--- src/rtl/serial_adder_ctrl_pkg.sv ---
// Shared definitions for the bit-serial adder controller: FSM state encoding,
// default operand width and the bit-counter width helper.
package serial_adder_ctrl_pkg;

    localparam int SAC_WIDTH_DEFAULT = 8;

    typedef enum logic [1:0] {
        IDLE  = 2'd0,
        SHIFT = 2'd1,
        DONE  = 2'd2
    } sac_state_e;

    // Counter must reach WIDTH-1 without wrapping; a one-bit operand still needs one bit.
    function automatic int sac_cnt_width(input int width);
        if (width > 1) begin
            return $clog2(width);
        end else begin
            return 1;
        end
    endfunction

endpackage

--- src/rtl/serial_adder_ctrl_if.sv ---
// Request/result bundle between a requester (master) and the serial adder (slave).
import serial_adder_ctrl_pkg::*;

interface serial_adder_ctrl_if #(
    parameter int WIDTH = SAC_WIDTH_DEFAULT
);
    logic             start;
    logic [WIDTH-1:0] a_in;
    logic [WIDTH-1:0] b_in;
    logic             cin;
    logic             ready;
    logic             busy;
    logic             done;
    logic [WIDTH-1:0] sum_out;
    logic             cout;

    modport master (
        output start, a_in, b_in, cin,
        input  ready, busy, done, sum_out, cout
    );

    modport slave (
        input  start, a_in, b_in, cin,
        output ready, busy, done, sum_out, cout
    );
endinterface

--- src/rtl/full_adder.sv ---
// One-bit full adder; the only arithmetic element of the serial adder.
module full_adder (
    input  logic a,
    input  logic b,
    input  logic c,
    output logic sum,
    output logic carry
);
    assign sum   = a ^ b ^ c;
    assign carry = (a & b) | (c & (a ^ b));
endmodule

--- src/rtl/serial_adder_ctrl.sv ---
// Bit-serial adder: one operand bit pair per SHIFT cycle through a single full
// adder, result published on the SHIFT->DONE edge and held until the next one.
import serial_adder_ctrl_pkg::*;

module serial_adder_ctrl #(
    parameter int WIDTH = SAC_WIDTH_DEFAULT
) (
    input  logic                clk,
    input  logic                rst,
    serial_adder_ctrl_if.slave  bus
);
    localparam int             CNT_W    = sac_cnt_width(WIDTH);
    localparam logic [CNT_W-1:0] CNT_LAST = CNT_W'(WIDTH - 1);

    sac_state_e       state_q, state_d;
    logic [WIDTH-1:0] a_q, a_d;
    logic [WIDTH-1:0] b_q, b_d;
    logic [WIDTH-1:0] sh_q, sh_d;
    logic             carry_q, carry_d;
    logic [CNT_W-1:0] cnt_q, cnt_d;
    logic [WIDTH-1:0] sum_q, sum_d;
    logic             cout_q, cout_d;

    logic             fa_sum_s;
    logic             fa_carry_s;
    logic [WIDTH-1:0] sh_next_s;

    full_adder u_fa (
        .a     (a_q[0]),
        .b     (b_q[0]),
        .c     (carry_q),
        .sum   (fa_sum_s),
        .carry (fa_carry_s)
    );

    // Sum shift register after inserting this cycle's bit at the MSB.
    always_comb begin
        sh_next_s            = sh_q >> 1;
        sh_next_s[WIDTH-1]   = fa_sum_s;
    end

    // Next-state and datapath update for the three-state controller.
    always_comb begin
        state_d = state_q;
        a_d     = a_q;
        b_d     = b_q;
        sh_d    = sh_q;
        carry_d = carry_q;
        cnt_d   = cnt_q;
        sum_d   = sum_q;
        cout_d  = cout_q;
        case (state_q)
            IDLE: begin
                if (bus.start) begin
                    state_d = SHIFT;
                    a_d     = bus.a_in;
                    b_d     = bus.b_in;
                    carry_d = bus.cin;
                    sh_d    = '0;
                    cnt_d   = '0;
                end else begin
                    state_d = IDLE;
                end
            end
            SHIFT: begin
                a_d     = a_q >> 1;
                b_d     = b_q >> 1;
                sh_d    = sh_next_s;
                carry_d = fa_carry_s;
                if (cnt_q == CNT_LAST) begin
                    state_d = DONE;
                    cnt_d   = '0;
                    sum_d   = sh_next_s;
                    cout_d  = fa_carry_s;
                end else begin
                    state_d = SHIFT;
                    cnt_d   = cnt_q + CNT_W'(1);
                end
            end
            DONE: begin
                state_d = IDLE;
            end
            default: begin
                state_d = IDLE;
            end
        endcase
    end

    // State and datapath registers with synchronous reset clearing everything.
    always_ff @(posedge clk) begin
        if (rst) begin
            state_q <= IDLE;
            a_q     <= '0;
            b_q     <= '0;
            sh_q    <= '0;
            carry_q <= 1'b0;
            cnt_q   <= '0;
            sum_q   <= '0;
            cout_q  <= 1'b0;
        end else begin
            state_q <= state_d;
            a_q     <= a_d;
            b_q     <= b_d;
            sh_q    <= sh_d;
            carry_q <= carry_d;
            cnt_q   <= cnt_d;
            sum_q   <= sum_d;
            cout_q  <= cout_d;
        end
    end

    assign bus.ready   = (state_q == IDLE);
    assign bus.busy    = (state_q == SHIFT);
    assign bus.done    = (state_q == DONE);
    assign bus.sum_out = sum_q;
    assign bus.cout    = cout_q;

endmodule

--- src/flat_wrapper.sv ---
// flat-port wrapper written by rule: the top's interface ports become plain ports
module serial_adder_ctrl_flat 
#(
    parameter int WIDTH = SAC_WIDTH_DEFAULT
)
  (clk, rst, bus_start, bus_a_in, bus_b_in, bus_cin, bus_ready, bus_busy, bus_done, bus_sum_out, bus_cout);
  serial_adder_ctrl_if #(.WIDTH(WIDTH)) bus_i ();
  input  logic clk;
  input  logic rst;
  input wire logic [$bits(bus_i.start)-1:0] bus_start;
  input wire logic [$bits(bus_i.a_in)-1:0] bus_a_in;
  input wire logic [$bits(bus_i.b_in)-1:0] bus_b_in;
  input wire logic [$bits(bus_i.cin)-1:0] bus_cin;
  output wire logic [$bits(bus_i.ready)-1:0] bus_ready;
  output wire logic [$bits(bus_i.busy)-1:0] bus_busy;
  output wire logic [$bits(bus_i.done)-1:0] bus_done;
  output wire logic [$bits(bus_i.sum_out)-1:0] bus_sum_out;
  output wire logic [$bits(bus_i.cout)-1:0] bus_cout;
  assign bus_i.start = bus_start;
  assign bus_i.a_in = bus_a_in;
  assign bus_i.b_in = bus_b_in;
  assign bus_i.cin = bus_cin;
  assign bus_ready = bus_i.ready;
  assign bus_busy = bus_i.busy;
  assign bus_done = bus_i.done;
  assign bus_sum_out = bus_i.sum_out;
  assign bus_cout = bus_i.cout;
  serial_adder_ctrl #(.WIDTH(WIDTH)) u_core (.clk(clk), .rst(rst), .bus(bus_i));
endmodule
--- config.mk ---
export PLATFORM = sky130hd
export DESIGN_NAME = serial_adder_ctrl_flat
export DESIGN_NICKNAME = d
export VERILOG_FILES = /design/src/rtl/serial_adder_ctrl_pkg.sv /design/src/rtl/serial_adder_ctrl_if.sv /design/src/rtl/full_adder.sv /design/src/rtl/serial_adder_ctrl.sv /design/src/flat_wrapper.sv
export SDC_FILE = /design/constraint.sdc
export NUM_CORES = 1
export LEC_CHECK = 0
export ABC_AREA = 1
export CAP_MARGIN = 15
export CORE_ASPECT_RATIO = 0.9
export CORE_MARGIN = 1.5
export CORE_UTILIZATION = 46
export DETAILED_ROUTE_END_ITERATION = 8
export PLACE_DENSITY = 0.79
export SYNTH_ARGS = -nofsm -noshare
export SYNTH_HDL_FRONTEND = slang
export SYNTH_HIERARCHICAL = 1
export SYNTH_SLANG_ARGS = --single-unit
--- constraint.sdc ---
create_clock -name clk -period 1.3 [get_ports clk]
set_clock_uncertainty 0.15 [all_clocks]
set_input_delay 0.26 -clock clk [delete_from_list [all_inputs] [get_ports clk]]
set_output_delay 0.26 -clock clk [all_outputs]
set_load 0.02 [all_outputs]
== After elaboration in Yosys (flattened, before gate mapping) ==
Cells that the tools add are included.
Word-level totals
  output and inout port bits: 12
  latch bits: 0
  bits in read-only memories: 0
  bits of input ports: 20
  logic and storage cells: 36
  bits in writable memories: 0
  register bits after elaboration: 39
  memories: 0
Operators by class
  equality and inequality tests: 4
  $mul: 0
  add/subtract/negate cells: 1
  divide/modulo/power cells: 0
  shifts and indexed selects: 0
  magnitude comparators: 0
  mux-type cells: 14
  reductions and logical operators: 4
  bitwise gates (word level): 5
Operators by type and width (count)
  $pmux W8 S2: 3
  $mux W8: 3
  $mux W3: 2
  $pmux W3 S2: 1
  $pmux W2 S2: 1
  $reduce_and A2 Y1: 2
  $add A3 B1 Y3 const B: 1
  $eq A3 B3 Y1 const B: 1
  $and A1 B1 Y1: 2
  $eq A2 B1 Y1 const B: 1
  $eq A2 B2 Y1 const B: 1
  $logic_not A2 Y1: 1
  $mux W1: 2
  $mux W2: 1
  $ne A2 B2 Y1 const B: 1
  $pmux W1 S2: 1
  $reduce_bool A2 Y1: 1
  $xor A1 B1 Y1: 2
  $or A1 B1 Y1: 1

== Logic depth before layout (Yosys ltp) ==
  word-level depth: 4
  gate-level depth with buffers: 7
  depth with buffers taken out: 7

== Modules after synthesis ==
Netlist, hierarchy kept.
By module, submodules not included
  serial_adder_ctrl: instances 1, area each 1700.4 µm², sequential area each 760.7 µm², cells each 254
  full_adder: instances 1, area each 20.0 µm², sequential area each 0.0 µm², cells each 1

== Worst setup path before layout ==
OpenSTA, ideal clock, no wires.
  path type: flip-flop to flip-flop
  start point: register u_core.cnt_q[0]
  end point: register u_core.sum_q[0] (netlist: u_core/bus.sum_out[0])
  required time: 1.037 ns
  library setup time: 0.113 ns
  buffers on the path: 1
  slack: -0.021 ns
  stages on the path, launching flop included: 8
  arrival time: 1.058 ns
  clock period less this slack: 1.321 ns
  cells stage by stage: dfxtp_1 > ha_1 > ha_1 > nand2_1 > buf_2 > nand2_1 > nand2_1 > nor2_1
Between the ends
  cells in the longest elaborated chain, start to end: 2
Ends and longest elaborated chain
  start, declared: line serial_adder_ctrl.sv:20  | logic [CNT_W-1:0] cnt_q, cnt_d;
  start signal, assigned: line serial_adder_ctrl.sv:106  | cnt_q <= cnt_d;
  $eq A3 B3 Y1: line serial_adder_ctrl.sv:70  | if (cnt_q == CNT_LAST) begin
  $reduce_and A2 Y1 (no line)
  end signal, assigned: line serial_adder_ctrl.sv:107  | sum_q <= sum_d;
  end, declared: line serial_adder_ctrl.sv:21  | logic [WIDTH-1:0] sum_q, sum_d;
Every way passes these cells.
A chain may end at the register's enable or synchronous reset.

== Worst setup path in the final report ==
  start point: register u_core.state_q[0]
  end point: register u_core.sh_q[5]
Between the ends
  cells in the longest elaborated chain, start to end: 3
  elaborated cells between the ends (all ways): 6
  classes of those cells: eq/ne: 2; mux: 1; reduce/logical: 3
Ends and longest elaborated chain
  start, declared: line serial_adder_ctrl.sv:15  | sac_state_e state_q, state_d;
  start signal, assigned: line serial_adder_ctrl.sv:101  | state_q <= state_d;
  $eq A2 B1 Y1 / $logic_not A2 Y1 (equally long branches): line serial_adder_ctrl.sv:52  | case (state_q)
  $reduce_bool A2 Y1 (no line) / $ne A2 B2 Y1 (equally long branches)
  $reduce_and A2 Y1 (no line)
  end signal, assigned: line serial_adder_ctrl.sv:95  | sh_q <= '0;
  end signal, assigned: line serial_adder_ctrl.sv:104  | sh_q <= sh_d;
  end, declared: line serial_adder_ctrl.sv:18  | logic [WIDTH-1:0] sh_q, sh_d;
Parallel ways exist; a longest one is shown, timed or not.

==> flow_summary.html <==
<table>
<tr><th>Metric</th><th>Value</th></tr>
<tr><th colspan="2">Clocking</th></tr>
<tr><td>CTS Hold Bufs</td><td>0</td></tr>
<tr><td>Insertion delay of the later-clocked pin in the worst-skew pair</td><td>~0.29 ns</td></tr>
<tr><td>CTS clk-pin slew, worst paths</td><td>around 0.08 ns</td></tr>
<tr><td>H-tree Lvls</td><td>2</td></tr>
<tr><td>CTS buffer count</td><td>5</td></tr>
<tr><td>Clock tree from TritonCTS</td><td>done</td></tr>
<tr><td>Clock tree sinks</td><td>38</td></tr>
<tr><td>Root Driver</td><td>clkbuf_8</td></tr>
<tr><td>Clock buffer depth</td><td>2</td></tr>
<tr><th colspan="2">Yosys</th></tr>
<tr><td>Biggest area consumer among synthesized cells</td><td>dfxtp_1</td></tr>
<tr><td>Synth unique cells</td><td>15</td></tr>
<tr><td>FF+latch count, synth</td><td>38</td></tr>
<tr><td>Top cell type's share of synthesized area</td><td>0.4422</td></tr>
<tr><td>Average cell area after synthesis</td><td>just under 7 sq um</td></tr>
<tr><td>Count of synthesis-stage warnings from yosys</td><td>6</td></tr>
<tr><td>Number of instances in the synthesized netlist</td><td>between 200 and 300</td></tr>
<tr><td>Sequential cell area fraction in the yosys report</td><td>0.4422</td></tr>
<tr><td>Top area cells in the synthesized netlist</td><td>dfxtp_1 44%, nand2_1 23%, nor2_1 7.4%</td></tr>
<tr><td>Synthesized netlist net count</td><td>~280</td></tr>
<tr><td>Synthesized area</td><td>between 1500 and 2000 sq um</td></tr>
<tr><th colspan="2">Global routing</th></tr>
<tr><td>Via count of the first global-routing pass</td><td>about 1600</td></tr>
<tr><td>Overflow after GRT</td><td>0</td></tr>
<tr><td>Number of antenna violations at the first check in global routing</td><td>0</td></tr>
<tr><td>Maximum number of pins on one net before global-route repair</td><td>26</td></tr>
<tr><td>First-pass GRT wire length</td><td>8.038 mm</td></tr>
<tr><td>Total routing usage reported by global routing</td><td>0.2695</td></tr>
<tr><th colspan="2">Place</th></tr>
<tr><td>Number of buffers added on ports</td><td>31</td></tr>
<tr><td>Final weighted congestion in routability-driven placement</td><td>0.7747</td></tr>
<tr><td>Dpl cell area</td><td>around 2100 sq um</td></tr>
<tr><td>HPWL reported at the end of detailed placement</td><td>roughly 2.4 mm</td></tr>
<tr><td>Worst slack at placement</td><td>-0.2873 ns</td></tr>
<tr><th colspan="2">Timing</th></tr>
<tr><td>Final Max Tran Viols</td><td>0</td></tr>
<tr><td>Unrepaired setup endpoints after global routing</td><td>yes</td></tr>
<tr><td>Count of final setup violators</td><td>29</td></tr>
<tr><td>Final clock period utilization by the worst path</td><td>1.088</td></tr>
<tr><td>Max-slew headroom at the worst pin</td><td>0.7450</td></tr>
<tr><td>Peak Freq</td><td>roughly 710 MHz</td></tr>
<tr><td>Final period demand of the worst path</td><td>1.415 ns</td></tr>
<tr><td>Final WS setup</td><td>-0.1147 ns</td></tr>
<tr><td>Worst Max-Slew Pin Slew</td><td>about 0.38 ns</td></tr>
<tr><td>Hold Fails Final Rpt</td><td>0</td></tr>
<tr><th colspan="2">Min path</th></tr>
<tr><td>Path class of the lowest-slack min-delay path</td><td>in2reg</td></tr>
<tr><td>Worst hold start</td><td>rst</td></tr>
<tr><td>Worst Hold Path Cells</td><td>2</td></tr>
<tr><td>Terminating pin of the worst hold path</td><td>u_core/state_q[1]</td></tr>
<tr><th colspan="2">Route</th></tr>
<tr><td>Count of antenna-violating nets left after detailed routing</td><td>0</td></tr>
<tr><td>Post-DR wirelength/cell</td><td>between 15 and 20 microns</td></tr>
<tr><td>Detailed router's first-iteration violation count</td><td>181</td></tr>
<tr><td>Via count</td><td>1856</td></tr>
<tr><td>Initial DRT Pass Iterations</td><td>4</td></tr>
<tr><td>Wire length after detailed routing</td><td>around 5.4 mm</td></tr>
<tr><td>Drc violations</td><td>0</td></tr>
<tr><td>Via/cell ratio</td><td>about 5.2</td></tr>
<tr><th colspan="2">Layout</th></tr>
<tr><td>Antenna Cells</td><td>0</td></tr>
<tr><td>Syn-to-layout area delta</td><td>54.62%</td></tr>
<tr><td>Summed area of non-filler cells in the final layout</td><td>approximately 2700 sq um</td></tr>
<tr><td>Proportion of layout cells with a drive suffix above 1</td><td>0.3290</td></tr>
<tr><td>Nets@finish</td><td>between 300 and 400</td></tr>
<tr><th colspan="2">Die</th></tr>
<tr><td>Ports placed on the boundary</td><td>32</td></tr>
<tr><td># rows</td><td>20</td></tr>
<tr><td>Die width</td><td>around 67 microns</td></tr>
<tr><td>Die Y-Extent</td><td>about 61 microns</td></tr>
<tr><td>Area of the die</td><td>a little over 4000 sq um</td></tr>
<tr><td>Floorplan Core Area</td><td>3478 sq um</td></tr>
<tr><td>Initial cell density of the core</td><td>0.4946</td></tr>
<tr><th colspan="2">Setup path</th></tr>
<tr><td>Worst Path Required</td><td>1.37 ns</td></tr>
<tr><td>Most numerous cell on the critical path</td><td>buf_6</td></tr>
<tr><td>Endpoint of the lowest-slack register-to-register path</td><td>u_core/sh_q[5]</td></tr>
<tr><td>Cell with the biggest individual delay on the critical path</td><td>dfxtp_4</td></tr>
<tr><td>Critical path's largest stage delay</td><td>0.37 ns</td></tr>
<tr><td>Worst-case register-to-register setup slack</td><td>-0.11 ns</td></tr>
<tr><td>Number of cells traversed by the worst register-to-register path</td><td>6</td></tr>
<tr><td>Start-to-end type of the worst setup path</td><td>reg2reg</td></tr>
<tr><td>Critical Path, Cell by Cell</td><td>buf_6 -&gt; o21ai_4 -&gt; buf_6 -&gt; buf_16 -&gt; nand2_1 -&gt; a21oi_1</td></tr>
<tr><td>Worst path buffer plus inverter count</td><td>3</td></tr>
<tr><td>Reg2Reg Launch Point</td><td>u_core/state_q[0]</td></tr>
<tr><td>Nature of the critical path endpoint</td><td>flop</td></tr>
<tr><td>CP Max Fanout</td><td>7</td></tr>
<tr><td>Gate family responsible for the most delay along the worst path</td><td>buffers and inverters</td></tr>
<tr><td>Kind of launch point of the worst setup path</td><td>flop</td></tr>
<tr><td>Arrival time worst endpoint</td><td>1.49 ns</td></tr>
<tr><th colspan="2">Power and ir drop</th></tr>
<tr><td>Maximum resistive drop on vdd</td><td>1.336 mV</td></tr>
<tr><td>Areal power density over the cells</td><td>1155 nW/um^2</td></tr>
<tr><td>Static leakage</td><td>0.001248 uW</td></tr>
<tr><th colspan="2">Status</th></tr>
<tr><td>Result of the run</td><td>finished with violations</td></tr>
<tr><td>Violations in the final reports</td><td>setup timing</td></tr>
<tr><th colspan="2">Job</th></tr>
<tr><td>Number of max-cap violations</td><td>0</td></tr>
</table>
[cells in the mapped netlist (all sizes together)]
master / n
o21ai: 1
clkbuf: 3
a21oi: 12
inv: 21
nand2: 104
ha: 2
nand3: 25
fa: 1
buf: 10
dfxtp: 38
nor2: 38
[worst reg2reg max path: cells and delay by family, from the launching register on]
kind	cells	cell delay (ns)
buffers and inverters	3	0.43
flip-flops	1	0.37
AO/OA/AOI/OAI	2	0.34
AND/OR/NAND/NOR	1	0.06
[where the power goes]
part	switching, uW	total, uW	internal [uW]
logic	306	600	294
clock network	443	1210	769
registers	41.6	1260	1220
total	791	3070	2280
[timing repair]
action,in CTS,in global routing
pin swaps,6,19
setup endpoints to repair,44,41
setup buffers,11,1
gates resized for setup,96,45
gates cloned,6,0
[final cells by class]
cell class / count / area, sq um
flip-flops and latches: 38 / 770.7
repair buffers: 59 / 624.3
well taps: 44 / 55.05
inverters: 21 / 83.83
clock inverters: 3 / 68.82
fillers: 229 / 818.3
multi-input cells: 184 / 988.4
clock buffers: 5 / 68.82
[registers in the layout (all words and copies together), names as in the netlist]
register	count
u_core/carry_q	1
u_core/bus.cout	1
u_core/sh_q	7
u_core/b_q	8
u_core/cnt_q	3
u_core/a_q	8
u_core/state_q	2
u_core/bus.sum_out	8
[cells by family after synthesis]
group                      synth area share
and+or+nand+nor                      0.3884
DFF                                  0.4422
buffers and inverters               0.09891
AOI/OAI and AO/OA                   0.04437
adders and majority gates           0.02618
[cells in the final DEF (no fill, tap or decap), drive strengths merged, types with 2 or more instances in the layout]
master / instances
a21oi: 12
buf: 40
bufinv: 2
clkbuf: 5
clkdlybuf4s50: 18
dfxtp: 38
ha: 2
inv: 21
nand2: 104
nand3: 25
nor2: 39
[how the worst max path moves through the flow]
stage,end,cells after the start,from,slack [ns]
2_1_floorplan,u_core/bus.sum_out[0],7,u_core/cnt_q[0],0.01
3_3_place_gp,bus_busy,3,u_core/state_q[0],-0.28
3_5_place_dp,bus_busy,3,u_core/state_q[0],-0.29
4_1_cts,bus_done,3,u_core/state_q[1],-0.08
5_1_grt,u_core/sh_q[5],6,u_core/state_q[0],-0.18
6_report,u_core/sh_q[5],6,u_core/state_q[0],-0.11
[routing by layer]
layer  global-route usage  wire length (microns)
met1               0.3585                   2141
met2               0.4342                   2754
met3              0.06399                    421
met4              0.09038                    116
met5                    0                      0
[metrics by stage]
step | hold slack, ns | instances | total power [uW] | setup TNS [ns] | util
after floorplan | 0.1791 | 255 | 1529 | 0 | -
after global placement | 0.3008 | 330 | 1658 | -8.687 | 0.6058
after detailed placement | 0.3066 | 330 | 1666 | -8.887 | 0.6058
after CTS | 0.3163 | 353 | 2988 | -0.4987 | 0.7227
after global routing | 0.2388 | 354 | 3185 | -3.723 | 0.7647
final | 0.2446 | 354 | 3072 | -2.214 | 0.7647
(Power assumes the default switching activity.)
